==> config.mk <==
export PLATFORM = sky130hd
export DESIGN_NAME = uart_tx_fifo
export DESIGN_NICKNAME = d
export VERILOG_FILES = /design/src/rtl/uart_pkg.sv /design/src/rtl/uart_fifo.sv /design/src/rtl/uart_tx_fifo.sv
export SDC_FILE = /design/constraint.sdc
export NUM_CORES = 1
export LEC_CHECK = 0
export CORE_ASPECT_RATIO = 1.5
export CORE_MARGIN = 4
export CORE_UTILIZATION = 60
export DETAILED_ROUTE_END_ITERATION = 8
export HOLD_SLACK_MARGIN = 0.06
export PLACE_DENSITY = 0.86
export SLEW_MARGIN = 10
export SYNTH_ARGS = -nofsm -noshare
export SYNTH_HDL_FRONTEND = slang
export SYNTH_HIERARCHICAL = 1
export SYNTH_SLANG_ARGS = --single-unit
==> constraint.sdc <==
create_clock -name clk_i -period 10.24 [get_ports clk_i]
set_clock_uncertainty 0.15 [all_clocks]
set_input_delay 1.536 -clock clk_i [delete_from_list [all_inputs] [get_ports clk_i]]
set_output_delay 1.536 -clock clk_i [all_outputs]
set_load 0.01 [all_outputs]
==> src/rtl/uart_pkg.sv <==
// ---------------------------------------------------------------------------
// uart_pkg
// Shared types, constants and helpers for the buffered UART transmitter.
//   parity_e         : parity mode of a frame (none / odd / even)
//   tx_state_e       : states of the transmit framing FSM
//   UART_DEFAULT_DIV : default clocks-per-bit, taken from `UART_DIV
//   MAX_DATA_W       : widest supported data field
//   parity_bit()     : parity bit for a data word under a given mode
// ---------------------------------------------------------------------------
`ifndef UART_DIV
`define UART_DIV 16
`endif

package uart_pkg;

  typedef enum logic [1:0] {
    PAR_NONE,
    PAR_ODD,
    PAR_EVEN
  } parity_e;

  typedef enum logic [2:0] {
    IDLE,
    START,
    DATA,
    PAR,
    STOP
  } tx_state_e;

  localparam int UART_DEFAULT_DIV = `UART_DIV;

  // Narrower words are zero-extended to this width before parity is taken;
  // the extra zeros leave the XOR unchanged.
  localparam int MAX_DATA_W = 9;

  // Even parity is the plain XOR of the data bits, odd parity its inverse.
  function automatic logic parity_bit(parity_e mode, logic [MAX_DATA_W-1:0] data);
    logic x;
    x = ^data;
    case (mode)
      PAR_EVEN: return x;
      PAR_ODD:  return ~x;
      default:  return 1'b0;
    endcase
  endfunction

endpackage

==> src/rtl/uart_fifo.sv <==
// ---------------------------------------------------------------------------
// uart_fifo
// Synchronous FIFO buffering words ahead of the serialiser. The head word is
// presented combinationally on rdata whenever the FIFO is non-empty.
// Ports:
//   clk_i  : clock, all state on the rising edge
//   rst_i  : asynchronous active-high reset, empties the FIFO
//   srst_i : synchronous reset, empties the FIFO at the next edge and wins
//            over a simultaneous push or pop
//   push   : write wdata at the tail (ignored while full)
//   wdata  : write data
//   pop    : drop the head word (ignored while empty)
//   rdata  : head word
//   full   : level == DEPTH
//   empty  : level == 0
//   level  : current occupancy
// ---------------------------------------------------------------------------
module uart_fifo #(
  parameter int WIDTH = 8,
  parameter int DEPTH = 16
) (
  input  logic                           clk_i,
  input  logic                           rst_i,
  input  logic                           srst_i,
  input  logic                           push,
  input  logic [WIDTH-1:0]               wdata,
  input  logic                           pop,
  output logic [WIDTH-1:0]               rdata,
  output logic                           full,
  output logic                           empty,
  output logic [$clog2(DEPTH+1)-1:0]     level
);

  localparam int AW = $clog2(DEPTH);
  localparam int LW = $clog2(DEPTH+1);

  // Pointers carry one wrap bit above the address so that a completely full
  // FIFO and an empty one differ even though their addresses match.
  logic [AW:0]      wptr_q;
  logic [AW:0]      rptr_q;
  logic [WIDTH-1:0] mem [DEPTH];
  logic             do_push;
  logic             do_pop;

  assign level   = LW'(wptr_q - rptr_q);
  assign full    = (level == LW'(DEPTH));
  assign empty   = (wptr_q == rptr_q);
  assign do_push = push && !full;
  assign do_pop  = pop && !empty;
  assign rdata   = mem[rptr_q[AW-1:0]];

  // Pointer update; both resets clear the pointers, which is all it takes to
  // discard the stored words.
  always_ff @(posedge clk_i or posedge rst_i) begin
    if (rst_i) begin
      wptr_q <= '0;
      rptr_q <= '0;
    end else if (srst_i) begin
      wptr_q <= '0;
      rptr_q <= '0;
    end else begin
      if (do_push) wptr_q <= wptr_q + 1'b1;
      if (do_pop)  rptr_q <= rptr_q + 1'b1;
    end
  end

  // Storage needs no reset: entries are only read after being written.
  always_ff @(posedge clk_i) begin
    if (do_push) mem[wptr_q[AW-1:0]] <= wdata;
  end

endmodule

==> src/rtl/uart_tx_fifo.sv <==
// ---------------------------------------------------------------------------
// uart_tx_fifo
// UART transmitter fed by an internal FIFO. Frames are start bit, DATA_W data
// bits LSB first, optional parity bit and STOP_BITS stop bits; every bit lasts
// CLKDIV clocks. A new frame only starts while cts_i is high, and frames run
// back to back while words are queued.
// Ports:
//   clk_i     : clock, all logic on the rising edge
//   rst_i     : asynchronous active-high reset
//   srst_i    : synchronous soft reset, same effect as rst_i at the next edge
//   in_val_i  : write request
//   in_data_i : write data
//   in_rdy_o  : FIFO can take a word this cycle
//   cts_i     : clear-to-send, sampled only when a frame is about to start
//   uart_tx_o : registered serial line, idle high
//   busy_o    : frame in progress or words still queued
//   level_o   : FIFO occupancy
// ---------------------------------------------------------------------------
module uart_tx_fifo
  import uart_pkg::*;
#(
  parameter int      CLKDIV     = UART_DEFAULT_DIV,
  parameter int      DATA_W     = 8,
  parameter int      FIFO_DEPTH = 16,
  parameter parity_e PARITY     = PAR_NONE,
  parameter int      STOP_BITS  = 1
) (
  input  logic                              clk_i,
  input  logic                              rst_i,
  input  logic                              srst_i,
  input  logic                              in_val_i,
  input  logic [DATA_W-1:0]                 in_data_i,
  output logic                              in_rdy_o,
  input  logic                              cts_i,
  output logic                              uart_tx_o,
  output logic                              busy_o,
  output logic [$clog2(FIFO_DEPTH+1)-1:0]   level_o
);

  localparam int DIV_W = $clog2(CLKDIV);
  localparam int BIT_W = $clog2(DATA_W);

  localparam logic [DIV_W-1:0] DIV_LAST  = DIV_W'(CLKDIV - 1);
  localparam logic [BIT_W-1:0] BIT_LAST  = BIT_W'(DATA_W - 1);
  localparam logic             STOP_LAST = 1'(STOP_BITS - 1);

  tx_state_e         state_q, state_d;
  logic [DIV_W-1:0]  div_q, div_d;
  logic [BIT_W-1:0]  bitcnt_q, bitcnt_d;
  logic              stopcnt_q, stopcnt_d;
  logic [DATA_W-1:0] shreg_q, shreg_d;
  logic              par_q, par_d;
  logic              tx_q, tx_d;

  logic              div_wrap;
  logic              start_frame;
  logic              fifo_push;
  logic              fifo_full;
  logic              fifo_empty;
  logic [DATA_W-1:0] fifo_rdata;

  // Ready deliberately ignores a pop in the same cycle, so a full FIFO never
  // takes a word even while the serialiser is draining it.
  assign in_rdy_o  = !fifo_full && !srst_i;
  assign fifo_push = in_val_i && in_rdy_o;
  assign div_wrap  = (div_q == DIV_LAST);
  assign uart_tx_o = tx_q;
  assign busy_o    = (state_q != IDLE) || (level_o != '0);

  uart_fifo #(
    .WIDTH (DATA_W),
    .DEPTH (FIFO_DEPTH)
  ) u_fifo (
    .clk_i  (clk_i),
    .rst_i  (rst_i),
    .srst_i (srst_i),
    .push   (fifo_push),
    .wdata  (in_data_i),
    .pop    (start_frame),
    .rdata  (fifo_rdata),
    .full   (fifo_full),
    .empty  (fifo_empty),
    .level  (level_o)
  );

  // State and datapath registers. A soft reset behaves exactly like the
  // asynchronous one, cutting any frame short and driving the line high.
  always_ff @(posedge clk_i or posedge rst_i) begin
    if (rst_i) begin
      state_q   <= IDLE;
      div_q     <= '0;
      bitcnt_q  <= '0;
      stopcnt_q <= 1'b0;
      shreg_q   <= '0;
      par_q     <= 1'b0;
      tx_q      <= 1'b1;
    end else if (srst_i) begin
      state_q   <= IDLE;
      div_q     <= '0;
      bitcnt_q  <= '0;
      stopcnt_q <= 1'b0;
      shreg_q   <= '0;
      par_q     <= 1'b0;
      tx_q      <= 1'b1;
    end else begin
      state_q   <= state_d;
      div_q     <= div_d;
      bitcnt_q  <= bitcnt_d;
      stopcnt_q <= stopcnt_d;
      shreg_q   <= shreg_d;
      par_q     <= par_d;
      tx_q      <= tx_d;
    end
  end

  // Next-state logic. A frame starts from IDLE, or straight out of the last
  // stop bit so consecutive frames leave no idle gap; either way the head word
  // is popped on that same edge. cts_i only matters at these two points.
  always_comb begin
    state_d     = state_q;
    start_frame = 1'b0;
    case (state_q)
      IDLE: begin
        if (!fifo_empty && cts_i) begin
          state_d     = START;
          start_frame = 1'b1;
        end
      end
      START: begin
        if (div_wrap) state_d = DATA;
      end
      DATA: begin
        if (div_wrap && (bitcnt_q == BIT_LAST)) begin
          state_d = (PARITY == PAR_NONE) ? STOP : PAR;
        end
      end
      PAR: begin
        if (div_wrap) state_d = STOP;
      end
      STOP: begin
        if (div_wrap && (stopcnt_q == STOP_LAST)) begin
          if (!fifo_empty && cts_i) begin
            state_d     = START;
            start_frame = 1'b1;
          end else begin
            state_d = IDLE;
          end
        end
      end
      default: state_d = IDLE;
    endcase
  end

  // Datapath and line value. The line is registered, so the value computed
  // here is the one belonging to the state being entered; in DATA that is the
  // LSB of the shift register after any shift taken on this edge.
  always_comb begin
    div_d     = div_q;
    bitcnt_d  = bitcnt_q;
    stopcnt_d = stopcnt_q;
    shreg_d   = shreg_q;
    par_d     = par_q;
    tx_d      = 1'b1;

    if (start_frame) begin
      div_d     = '0;
      bitcnt_d  = '0;
      stopcnt_d = 1'b0;
      shreg_d   = fifo_rdata;
      par_d     = parity_bit(PARITY, MAX_DATA_W'(fifo_rdata));
    end else if (state_q != IDLE) begin
      div_d = div_wrap ? '0 : div_q + 1'b1;
      if (div_wrap && (state_q == DATA)) begin
        shreg_d  = shreg_q >> 1;
        bitcnt_d = bitcnt_q + 1'b1;
      end
      if (div_wrap && (state_q == STOP)) begin
        stopcnt_d = stopcnt_q + 1'b1;
      end
    end

    case (state_d)
      START:   tx_d = 1'b0;
      DATA:    tx_d = shreg_d[0];
      PAR:     tx_d = par_d;
      default: tx_d = 1'b1;
    endcase
  end

endmodule
== Word-level counts from Yosys, hierarchy flattened ==
Memories as Yosys holds them, arrays and structs flattened.
Index checks and enable logic that the tools add are counted.
Widths: inputs -> output; s select.

* Bits in registers: 31
* Memory bits (writable): 128
* Bits of input ports: 13
* Output and inout bits: 8
* Word-level logic and storage cells: 89
* Memories kept: 1

* Add/sub/neg operators: 6
* Eq/ne operators: 11
* Muxes and demuxes: 37
* Bitwise operators: 1
* Reduce and logical (&&, ||, !) cells: 23

{| class="wikitable"
|+ Memory list
! name !! depth !! width !! read ports !! clocked after Yosys merged registers in !! write ports !! line !! source
|-
| u_fifo.mem || 16 || 8 || 1 || 0 || 1 || uart_fifo.sv:41 || <nowiki>logic [WIDTH-1:0] mem [DEPTH];</nowiki>
|}

{| class="wikitable"
|+ Operator list
! cell !! count
|-
| $mux 8 || 4
|-
| $mux 3 || 10
|-
| $mux 5 || 4
|-
| $mux 4 || 4
|-
| $pmux 3 s5 || 1
|-
| $eq 3x2->1 const B || 4
|-
| $mux 1 || 12
|-
| $reduce_bool 3->1 || 4
|-
| $add 5x1->5 const B || 2
|-
| $logic_and 1x1->1 || 9
|-
| $eq 3x1->1 const B || 2
|-
| $eq 3x3->1 const B || 2
|-
| $eq 5x5->1 || 1
|-
| $eq 5x5->1 const B || 1
|-
| $reduce_bool 5->1 || 1
|-
| $sub 5x5->5 || 1
|-
| $add 4x1->4 const B || 1
|-
| $eq 4x4->1 const B || 1
|-
| $reduce_and 2->1 || 2
|-
| $reduce_bool 2->1 || 2
|-
| $add 3x1->3 const B || 1
|-
| $logic_not 1->1 || 3
|-
| $logic_not 3->1 || 1
|-
| $pmux 1 s3 || 1
|-
| other kinds (4) || 4
|}

== Longest topological paths before layout ==
Gate-level depths: netlist of the first run.

* Depth after elaboration: 9
* Depth in mapped cells: 14
* Depth with buffers taken out: 12

== Cells and area by module ==
Netlist of the first run, hierarchy kept.

{| class="wikitable"
|+ By module, submodules not included
! module !! times used !! cells each !! area an instance (um^2) !! seq. area each (um^2)
|-
| uart_fifo || 1 || 322 || 5749.3 || 4093.9
|-
| uart_tx_fifo || 1 || 119 || 1153.6 || 526.8
|}

== Least setup slack after synthesis of the first run ==
Ideal clock, no wire load.

* Kind: reg2out
* From: register u_fifo.rptr_q[1]
* To: output port in_rdy_o
* Arrival: 2593 ps
* Data required time: 8554 ps
* Path slack: 5961 ps
* Cell stages (with the launch flop): 9
* Buffers on the path: 2
* Cell sequence: dfrtp_1 clkbuf_1 clkinv_1 fa_1 xor2_1 or3_1 a2111oi_4 buf_6 nor2_1

* Longest elaborated chain between the ends: 4

{| class="wikitable"
|+ RTL lines
! element !! line !! source
|-
| start, declared || uart_fifo.sv:40 || <nowiki>logic [AW:0] rptr_q;</nowiki>
|-
| start signal, assigned || uart_fifo.sv:63 || <nowiki>if (do_pop) rptr_q <= rptr_q + 1'b1;</nowiki>
|-
| $sub 5x5->5 || uart_fifo.sv:45 || <nowiki>assign level = LW'(wptr_q - rptr_q);</nowiki>
|-
| via level_o[2] || uart_tx_fifo.sv:37 || <nowiki>output logic [$clog2(FIFO_DEPTH+1)-1:0] level_o</nowiki>
|-
| $eq 5x5->1 || uart_fifo.sv:46 || <nowiki>assign full = (level == LW'(DEPTH));</nowiki>
|-
| via fifo_full || uart_tx_fifo.sv:58 || <nowiki>logic fifo_full;</nowiki>
|-
| $logic_not 1->1 || uart_tx_fifo.sv:64 || <nowiki>assign in_rdy_o = !fifo_full && !srst_i;</nowiki>
|-
| $logic_and 1x1->1 || uart_tx_fifo.sv:64 ||
|-
| end, declared || uart_tx_fifo.sv:33 || <nowiki>output logic in_rdy_o,</nowiki>
|}

The timed path passes the listed nets, and every way through them passes these cells.

== Worst setup path after layout of the first run ==
* From: register u_fifo.rptr_q[1]
* To: output port in_rdy_o

* Longest elaborated chain between the ends: 4

{| class="wikitable"
|+ RTL lines
! element !! line
|-
| $sub 5x5->5 || uart_fifo.sv:45
|-
| $eq 5x5->1 || uart_fifo.sv:46
|-
| via fifo_full || uart_tx_fifo.sv:58
|-
| $logic_not 1->1 || uart_tx_fifo.sv:64
|-
| $logic_and 1x1->1 || uart_tx_fifo.sv:64
|}

The timed path passes the listed nets, and every way through them passes these cells.

==> flow_metrics.py, run 1 <==
metrics = {
    "run": {
        "maxCapViolCount": 0,
    },
    "sta": {
        "hold_violations": 0,
        "rsz0062_at_grt": "no",
        "slew_headroom_pct": 13.98,
        "layout_setup_ws_ns": 3.964,
        "setup_viol": 0,
        "period_needed_ns": 6.276,
        "tightest_slew_ns": 1.280,
        "slew_viol_final": 0,
        "tns_ns": 0,
        "fin_crit_sh_pct": 61.29,
        "fmax_mhz": 159.3,
    },
    "drt": {
        "drc": 0,
        "vias_per_cell": 6.271,
        "drt_iter0_drc": 324,
        "firstDrtPassIters": 5,
        "wl_per_cell_microns": 21.88,
        "drtAntennaViolNets": 0,
        "routed_wl_microns": 13630,
        "num_vias": 3907,
    },
    "logic_synthesis": {
        "synthDistinctLibCells": 60,
        "postSynthAreaPerCell_sq_um": 15.65,
        "ys_warn_count": 6,
        "synth-main-ff-cell": "edfxtp_1",
        "ys_ff_latch": 159,
        "ys_seq_area_share_pct": 66.94,
        "ys_top_cells_by_area": "edfxtp_1 (56%), dfrtp_1 (11%), mux4_2 (10%)",
        "synth_edf_count": 128,
        "yosysTopAreaCellShare_pct": 55.68,
        "synth.net_count": 467,
        "synth_top_area_cell": "edfxtp_1",
        "async_reset_ff_share_pct": 19.50,
        "synth_area_sq_um": 6903,
        "postSynthCellCount": 441,
    },
    "clocking": {
        "clockBufferDepth": 2,
        "htreeDepth": 4,
        "cts_resized": 0,
        "clock_sinks": 159,
        "root_buffer": "clkbuf_16",
        "clk_pin_slew_ns": 0.06,
        "numCtsBuffers": 17,
        "clk_latency_ns": 0.41,
        "post_cts_buffers": 0,
        "ctsHoldBuffers": 0,
        "tritoncts": "built",
    },
    "place": {
        "place.gp.congestion": 0.9374,
        "io_buffers": 20,
        "dpl.hpwl_microns": 9041,
        "place_ws_ns": 4.436,
    },
    "global_route": {
        "grt_max_degree": 37,
        "antenna_found_initial": 0,
        "overflow": 0,
        "grt_pass1_vias": 4033,
        "grt_usage_pct": 22.48,
        "grt_pass1_wl_microns": 22030,
    },
    "cells_and_area": {
        "antenna_cells": 0,
        "layout_common_cells": "edfxtp_1 (128), nand2_1 (45), mux4_2 (32)",
        "nets": 489,
        "layout_commonest_cell": "edfxtp_1",
        "layout-drive-gt1-share_pct": 17.65,
        "area_growth_pct": 12.40,
    },
    "setup_path": {
        "critPathLaunch": "u_fifo/rptr_q[1]",
        "worstPathMaxFanout": 27,
        "worst_setup_path_end_kind": "output port",
        "start_kind": "flip-flop",
        "crit_required_ns": 8.55,
        "r2r_start": "u_fifo/rptr_q[1]",
        "worstSetupPathType": "reg -> out",
        "cp.arrival_ns": 4.59,
    },
    "min_path": {
        "hp-class": "reg -> reg",
        "min_from": "par_q",
    },
    "floorplanning": {
        "io_pins": 21,
        "die-area_sq_um": 13320,
        "die_x_microns": 95.58,
        "initial_core_util_pct": 61.78,
        "design.core.area_sq_um": 11170,
        "rows": 47,
        "dieHeight_microns": 139.4,
    },
    "power": {
        "pwr_density_cell_nw_per_um2": 176.9,
        "vdd_ir_drop_max_mv": 0.1440,
        "p_leak_uw": 0.002788,
    },
    "outcome": {
        "outcome": "completed",
    },
}
-- critical path: stages, from the launching register on --
cell and delay (ns):
dfrtp_1 1.07, clkinv_1 0.60, fa_1 0.59, xor2_1 0.19, or3_1 0.36, a2111oi_4 0.73
nor2_1 0.11, clkdlybuf4s50_1 0.52
-- per-layer routing --
metal	vias up	global-route usage, %	part of all wire, %
li1	1746	-	-
met5	-	0	0
met4	0	9.370	3.1
met2	151	37.28	53
met3	29	4.860	5.0
met1	1981	28.40	38
-- worst paths after layout --
path | cells after the start | slack, ns | endpoint
setup / recovery | 7 | 3.96 | in_rdy_o
hold / removal | 2 | 0.37 | par_q
setup reg to reg | 10 | 5.09 | u_fifo/mem[3][5]
hold reg to reg | 2 | 0.37 | par_q
max in group asynchronous | 2 | 8.00 | shreg_q[1]
min in group asynchronous | 2 | 1.29 | u_fifo/wptr_q[4]
-- layout make-up --
cell class / instances / area (sq um)
inverters: 14 / 52.55
repair buffers: 21 / 207.7
multi-input cells: 250 / 2132
flip-flops and latches: 159 / 4622
clock buffers: 23 / 479.2
well taps: 147 / 183.9
clock inverters: 9 / 81.33
fillers: 691 / 3415
-- cell families after synthesis --
kind of cell	Yosys count	share of synthesized area, %
mux	40	11.60
compound gates	50	5.402
flops	159	66.94
buf+inv	32	2.175
simple gates	138	10.28
fa+ha+maj	13	2.465
xor+xnor	9	1.142
-- cells in the mapped netlist (all sizes together), types with 8 or more instances --
library cell,instances
and3,22
ha,12
or3,8
inv,12
a31oi,9
nand2,45
o21ai,8
buf,12
dfrtp,30
a21oi,15
nor2,28
mux2i,8
mux4,32
edfxtp,128
-- per-stage QoR --
stage               hold slack, ns  util, %  total power (uW)  cells  cell area [sq um]
global placement            0.3434    64.42             788.0    591               7198
floorplan                   0.3101        -             762.6    441               6903
CTS                         0.3649    69.44              1381    623               7759
global route                0.3976    69.44              1422    623               7759
detailed placement          0.3500    64.42             791.2    591               7198
finish                      0.3697    69.44              1372    623               7759
-- where the power goes --
| part | leakage (uW) | total [uW] | internal, uW | switching (uW) |
|---|---|---|---|---|
| logic | 0.000929 | 67.5 | 27.7 | 39.8 |
| registers | 0.00158 | 711 | 707 | 4.40 |
| clock network | 0.000282 | 594 | 356 | 238 |
-- sequential cells by signal, summed over array words and instances, names as in the netlist --
| register | count |
|---|---|
| u_fifo/mem | 128 |
| shreg_q | 8 |
| u_fifo/rptr_q | 5 |
| u_fifo/wptr_q | 5 |
| div_q | 4 |
| bitcnt_q | 3 |
| state_q | 3 |
| par_q | 1 |
| stopcnt_q | 1 |
| uart_tx_o | 1 |
No activity file was read; power rests on OpenSTA's default activity.
==> run 2, diff against run 1 <==
clock period = 6.5 ns   (was 10.24 ns; I/O delays follow)
==> flow_metrics.py, run 2 (synthesis gave the netlist of run 1 again) <==
metrics = {
    "outcome": {
        "outcome": "completed",
    },
    "clocking": {
        "post_cts_buffers": 0,
        "clock_sinks": 159,
        "root_buffer": "clkbuf_16",
        "clk_latency_ns": 0.41,
        "clockBufferDepth": 2,
        "tritoncts": "built",
        "clk_pin_slew_ns": 0.06,
        "htreeDepth": 4,
        "ctsHoldBuffers": 0,
        "numCtsBuffers": 17,
        "cts_resized": 0,
    },
    "sta": {
        "setup_viol": 0,
        "fmax_mhz": 196.4,
        "layout_setup_ws_ns": 1.407,
        "rsz0062_at_grt": "no",
        "slew_headroom_pct": 26.73,
        "slew_viol_final": 0,
        "hold_violations": 0,
        "period_needed_ns": 5.093,
        "tns_ns": 0,
        "tightest_slew_ns": 1.091,
        "fin_crit_sh_pct": 78.35,
    },
    "drt": {
        "drtAntennaViolNets": 0,
        "drc": 0,
        "num_vias": 3943,
        "firstDrtPassIters": 6,
        "wl_per_cell_microns": 23.12,
        "vias_per_cell": 6.309,
        "drt_iter0_drc": 434,
        "routed_wl_microns": 14450,
    },
    "power": {
        "p_leak_uw": 0.002813,
        "pwr_density_cell_nw_per_um2": 282.4,
        "total_power_uw": 2207,
        "vdd_ir_drop_max_mv": 0.2103,
    },
    "floorplanning": {
        "die-area_sq_um": 13320,
        "design.core.area_sq_um": 11170,
        "rows": 47,
        "initial_core_util_pct": 61.78,
        "io_pins": 21,
        "dieHeight_microns": 139.4,
        "die_x_microns": 95.58,
    },
    "global_route": {
        "overflow": 0,
        "antenna_found_initial": 0,
        "grt_usage_pct": 23.98,
        "grt_max_degree": 36,
        "grt_use_met1_pct": 30.47,
        "grt_pass1_wl_microns": 23210,
        "grt-busiest-layer": "met2",
        "grtUsageMet2_pct": 38.93,
        "grt_use_met3_pct": 6.371,
        "grt_pass1_vias": 4162,
    },
    "place": {
        "dpl.hpwl_microns": 9110,
        "place.gp.congestion": 0.8929,
        "place_ws_ns": 1.886,
        "dp.cells": 593,
        "io_buffers": 20,
    },
    "setup_path": {
        "cp.arrival_ns": 3.97,
        "crit_required_ns": 5.37,
        "worst_setup_path_end_kind": "output port",
        "r2r_end": "u_fifo/mem[5][4]",
        "r2r_slack_ns": 2.09,
        "start_kind": "flip-flop",
        "r2r_start": "u_fifo/rptr_q[1]",
        "ff2ff_path_depth": 11,
        "worstSetupPathType": "reg -> out",
        "setup.worst_path.end": "in_rdy_o",
        "critPathLaunch": "u_fifo/rptr_q[1]",
        "worstPathMaxFanout": 27,
    },
    "cells_and_area": {
        "nFillCells": 699,
        "multi_input_area_sq_um": 2132,
        "area_growth_pct": 13.23,
        "nets": 491,
        "seqCellArea_sq_um": 4622,
        "layout_common_cells": "edfxtp_1 (128), nand2_1 (45), mux4_2 (32)",
        "antenna_cells": 0,
        "final_util_pct": 69.96,
        "largest_reg_flops": 128,
        "layout_commonest_cell": "edfxtp_1",
        "instances_no_fill": 625,
        "layout-drive-gt1-share_pct": 17.57,
    },
    "min_path": {
        "hp-class": "reg -> reg",
    },
    "run": {
        "maxCapViolCount": 0,
    },
}
[run 2: cell types whose count changed in the layout (fill, tap and decap cells not counted)]
| cell | delta |
|---|---|
| clkinv_2 | -2 |
| clkbuf_16 | +3 |
| clkbuf_1 | +2 |
| buf_4 | +2 |
| bufinv_16 | -1 |
| inv_4 | -3 |
| clkinv_4 | -1 |
| clkbuf_8 | +2 |
[run 2: critical path, cell delays in order, from the launching register on]
cell,delay (ns)
dfrtp_1,0.33
buf_4,0.33
clkinv_1,0.39
fa_1,0.54
xor2_1,0.18
or3_1,0.37
a2111oi_4,0.77
nor2_1,0.12
clkdlybuf4s50_1,0.53
[run 2: final cells by class]
cell class / instances / area share, %
sequential: 159 / 59.13
multi-input combinational: 250 / 27.28
clock buffer: 30 / 7.540
timing repair buffer: 23 / 2.849
tap: 147 / 2.353
inverter: 14 / 0.6723
clock inverter: 2 / 0.1761
[run 2: metal layers]
layer	up-vias	routed length, microns
met5	-	0
met4	0	516
met3	39	751
met2	148	7754
met1	2010	5429
li1	1746	-
[run 2: metrics by stage]
stage / instance area [sq um] / hold WS [ns]
finish: 7816 / 0.3591
global route: 7816 / 0.3928
CTS: 7816 / 0.3558
detailed placement: 7213 / 0.3426
global placement: 7213 / 0.3384
floorplan: 6903 / 0.3101
[run 2: power breakdown]
| group | leakage, uW | internal, uW | switching (uW) | total, uW |
|---|---|---|---|---|
| Clock | 0.000296 | 613 | 366 | 979 |
| Combinational | 0.000940 | 43.8 | 63.8 | 108 |
| Sequential | 0.00158 | 1110 | 6.74 | 1120 |
| Total | 0.00281 | 1770 | 437 | 2210 |
[run 2: worst min path at each step]
stage / start / end / slack (ns) / cells past startpoint
detailed placement: par_q / par_q / 0.34 / 2
floorplan: par_q / par_q / 0.31 / 2
global placement: par_q / par_q / 0.34 / 2
CTS: par_q / par_q / 0.36 / 2
global route: par_q / par_q / 0.39 / 2
finish: par_q / par_q / 0.36 / 2
==> run 3, diff against run 2 <==
clock period = 5 ns   (was 6.5 ns; I/O delays follow)
==> flow_metrics.py, run 3 (synthesis gave the netlist of run 1 again) <==
metrics = {
    "clocking": {
        "ctsHoldBuffers": 0,
        "root_buffer": "clkbuf_16",
        "clk_pin_slew_ns": 0.06,
        "post_cts_buffers": 0,
        "clockBufferDepth": 2,
        "clk_latency_ns": 0.42,
        "clock_sinks": 159,
        "tritoncts": "built",
        "htreeDepth": 4,
        "numCtsBuffers": 17,
        "cts_resized": 0,
    },
    "floorplanning": {
        "dieHeight_microns": 139.4,
        "initial_core_util_pct": 61.78,
        "die_x_microns": 95.58,
        "io_pins": 21,
        "die-area_sq_um": 13320,
        "design.core.area_sq_um": 11170,
        "rows": 47,
    },
    "min_path": {
        "hp-class": "reg -> reg",
    },
    "drt": {
        "drt_iter0_drc": 315,
        "drtAntennaViolNets": 0,
        "drc": 0,
        "firstDrtPassIters": 6,
        "vias_per_cell": 6.382,
        "routed.top_layer": "met4",
        "wl_met1_microns": 5204,
        "routed_wl_microns": 14300,
        "route.met3.wl_microns": 865,
        "wl_per_cell_microns": 22.88,
        "num_vias": 3989,
        "dr_wl_met2_microns": 7730,
    },
    "sta": {
        "slew_headroom_pct": 39.48,
        "setup_viol": 0,
        "period_needed_ns": 4.059,
        "tightest_slew_ns": 0.9059,
        "slew_viol_final": 0,
        "fmax_mhz": 246.4,
        "rsz0062_at_grt": "no",
        "tns_ns": 0,
        "whs_ns": 0.3775,
        "fin_crit_sh_pct": 81.17,
        "hold_violations": 0,
    },
    "place": {
        "io_buffers": 20,
        "placed_area_sq_um": 7228,
        "dpl.hpwl_microns": 9088,
        "place.gp.congestion": 0.9157,
    },
    "global_route": {
        "grt_max_degree": 36,
        "grt_pass1_vias": 4160,
        "overflow": 0,
        "antenna_found_initial": 0,
        "grt_usage_pct": 23.91,
        "grt_pass1_wl_microns": 23080,
    },
    "setup_path": {
        "crit_chain": "clkinv_1 -> ha_1 -> or3_4 -> and2_2 -> nor3_1 -> nand3_1 -> clkdlybuf4s50_1",
        "crit_required_ns": 4.10,
        "cp.arrival_ns": 3.16,
        "max_stage_delay_ns": 0.54,
        "worstPathMaxFanout": 10,
        "start_kind": "flip-flop",
        "cp_slowest_cell": "dfrtp_1",
        "worst_setup_path_end_kind": "output port",
        "worstSetupPathType": "reg -> out",
    },
    "cells_and_area": {
        "layout-drive-gt1-share_pct": 18.20,
        "nets": 493,
        "stdcell_area_sq_um": 7785,
        "antenna_cells": 0,
        "area_growth_pct": 12.78,
        "largest_reg_flops": 128,
        "layout_common_cells": "edfxtp_1 (128), nand2_1 (45), mux4_2 (32)",
        "layout_commonest_cell": "edfxtp_1",
    },
    "run": {
        "maxCapViolCount": 0,
    },
    "power": {
        "pwr_density_cell_nw_per_um2": 360.0,
        "vdd_ir_drop_max_mv": 0.2284,
        "p_leak_uw": 0.002785,
    },
    "outcome": {
        "outcome": "completed",
    },
}
[run 3: changes by cell type in the layout (fill, tap and decap cells not counted), sizes merged]
cell      previous run  this run
clkbuf              30        19
clkinvlp             0         5
buf                  3         5
bufinv               0         2
clkinv               3         5
[run 3: power breakdown]
part	leakage [uW]	internal [uW]	switching [uW]
clock network	0.000252	724	482
registers	0.00158	1450	8.99
logic	0.000955	57.5	82.3
total	0.00278	2230	573
[run 3: final timing paths]
kind	depth (start not counted)	startpoint	end	slack, ns
min	2	par_q	par_q	0.38
max	7	u_fifo/rptr_q[3]	busy_o	0.94
max in group asynchronous	2	rst_i	state_q[1]	3.53
min reg2reg	2	par_q	par_q	0.38
min in group asynchronous	2	rst_i	u_fifo/wptr_q[1]	0.51
max reg2reg	10	u_fifo/rptr_q[3]	u_fifo/mem[7][7]	1.10
[run 3: final cells by class]
class | instances | area (sq um)
clock buffer | 19 | 432.9
clock inverter | 11 | 118.9
inverter | 14 | 52.55
timing repair buffer | 25 | 237.7
tap | 147 | 183.9
sequential | 159 | 4622
fill | 712 | 3388
multi-input combinational | 250 | 2137
[run 3: critical path, delay by kind of cell, from the launching register on]
kind | cells | cell delay, ns
buffers and inverters | 2 | 0.85
adders and majority gates | 1 | 0.43
and+or+nand+nor | 4 | 0.93
DFF | 1 | 0.54
[run 3: per-stage QoR]
stage | util [%] | worst slack [ns] | instances | total power (uW)
finish | 69.68 | 0.9414 | 625 | 2803
global placement | 64.69 | 1.237 | 595 | 1616
global route | 69.68 | 0.7387 | 625 | 2899
CTS | 69.63 | 0.9361 | 625 | 2826
floorplan | - | 1.001 | 441 | 1562
detailed placement | 64.69 | 1.032 | 595 | 1622
[run 3: routing by layer]
metal  vias to the layer above  GRT usage [%]
li1                       1747              -
met1                      2036          29.49
met2                       168          39.88
met3                        38          5.508
met4                         0          10.49
met5                         -              0
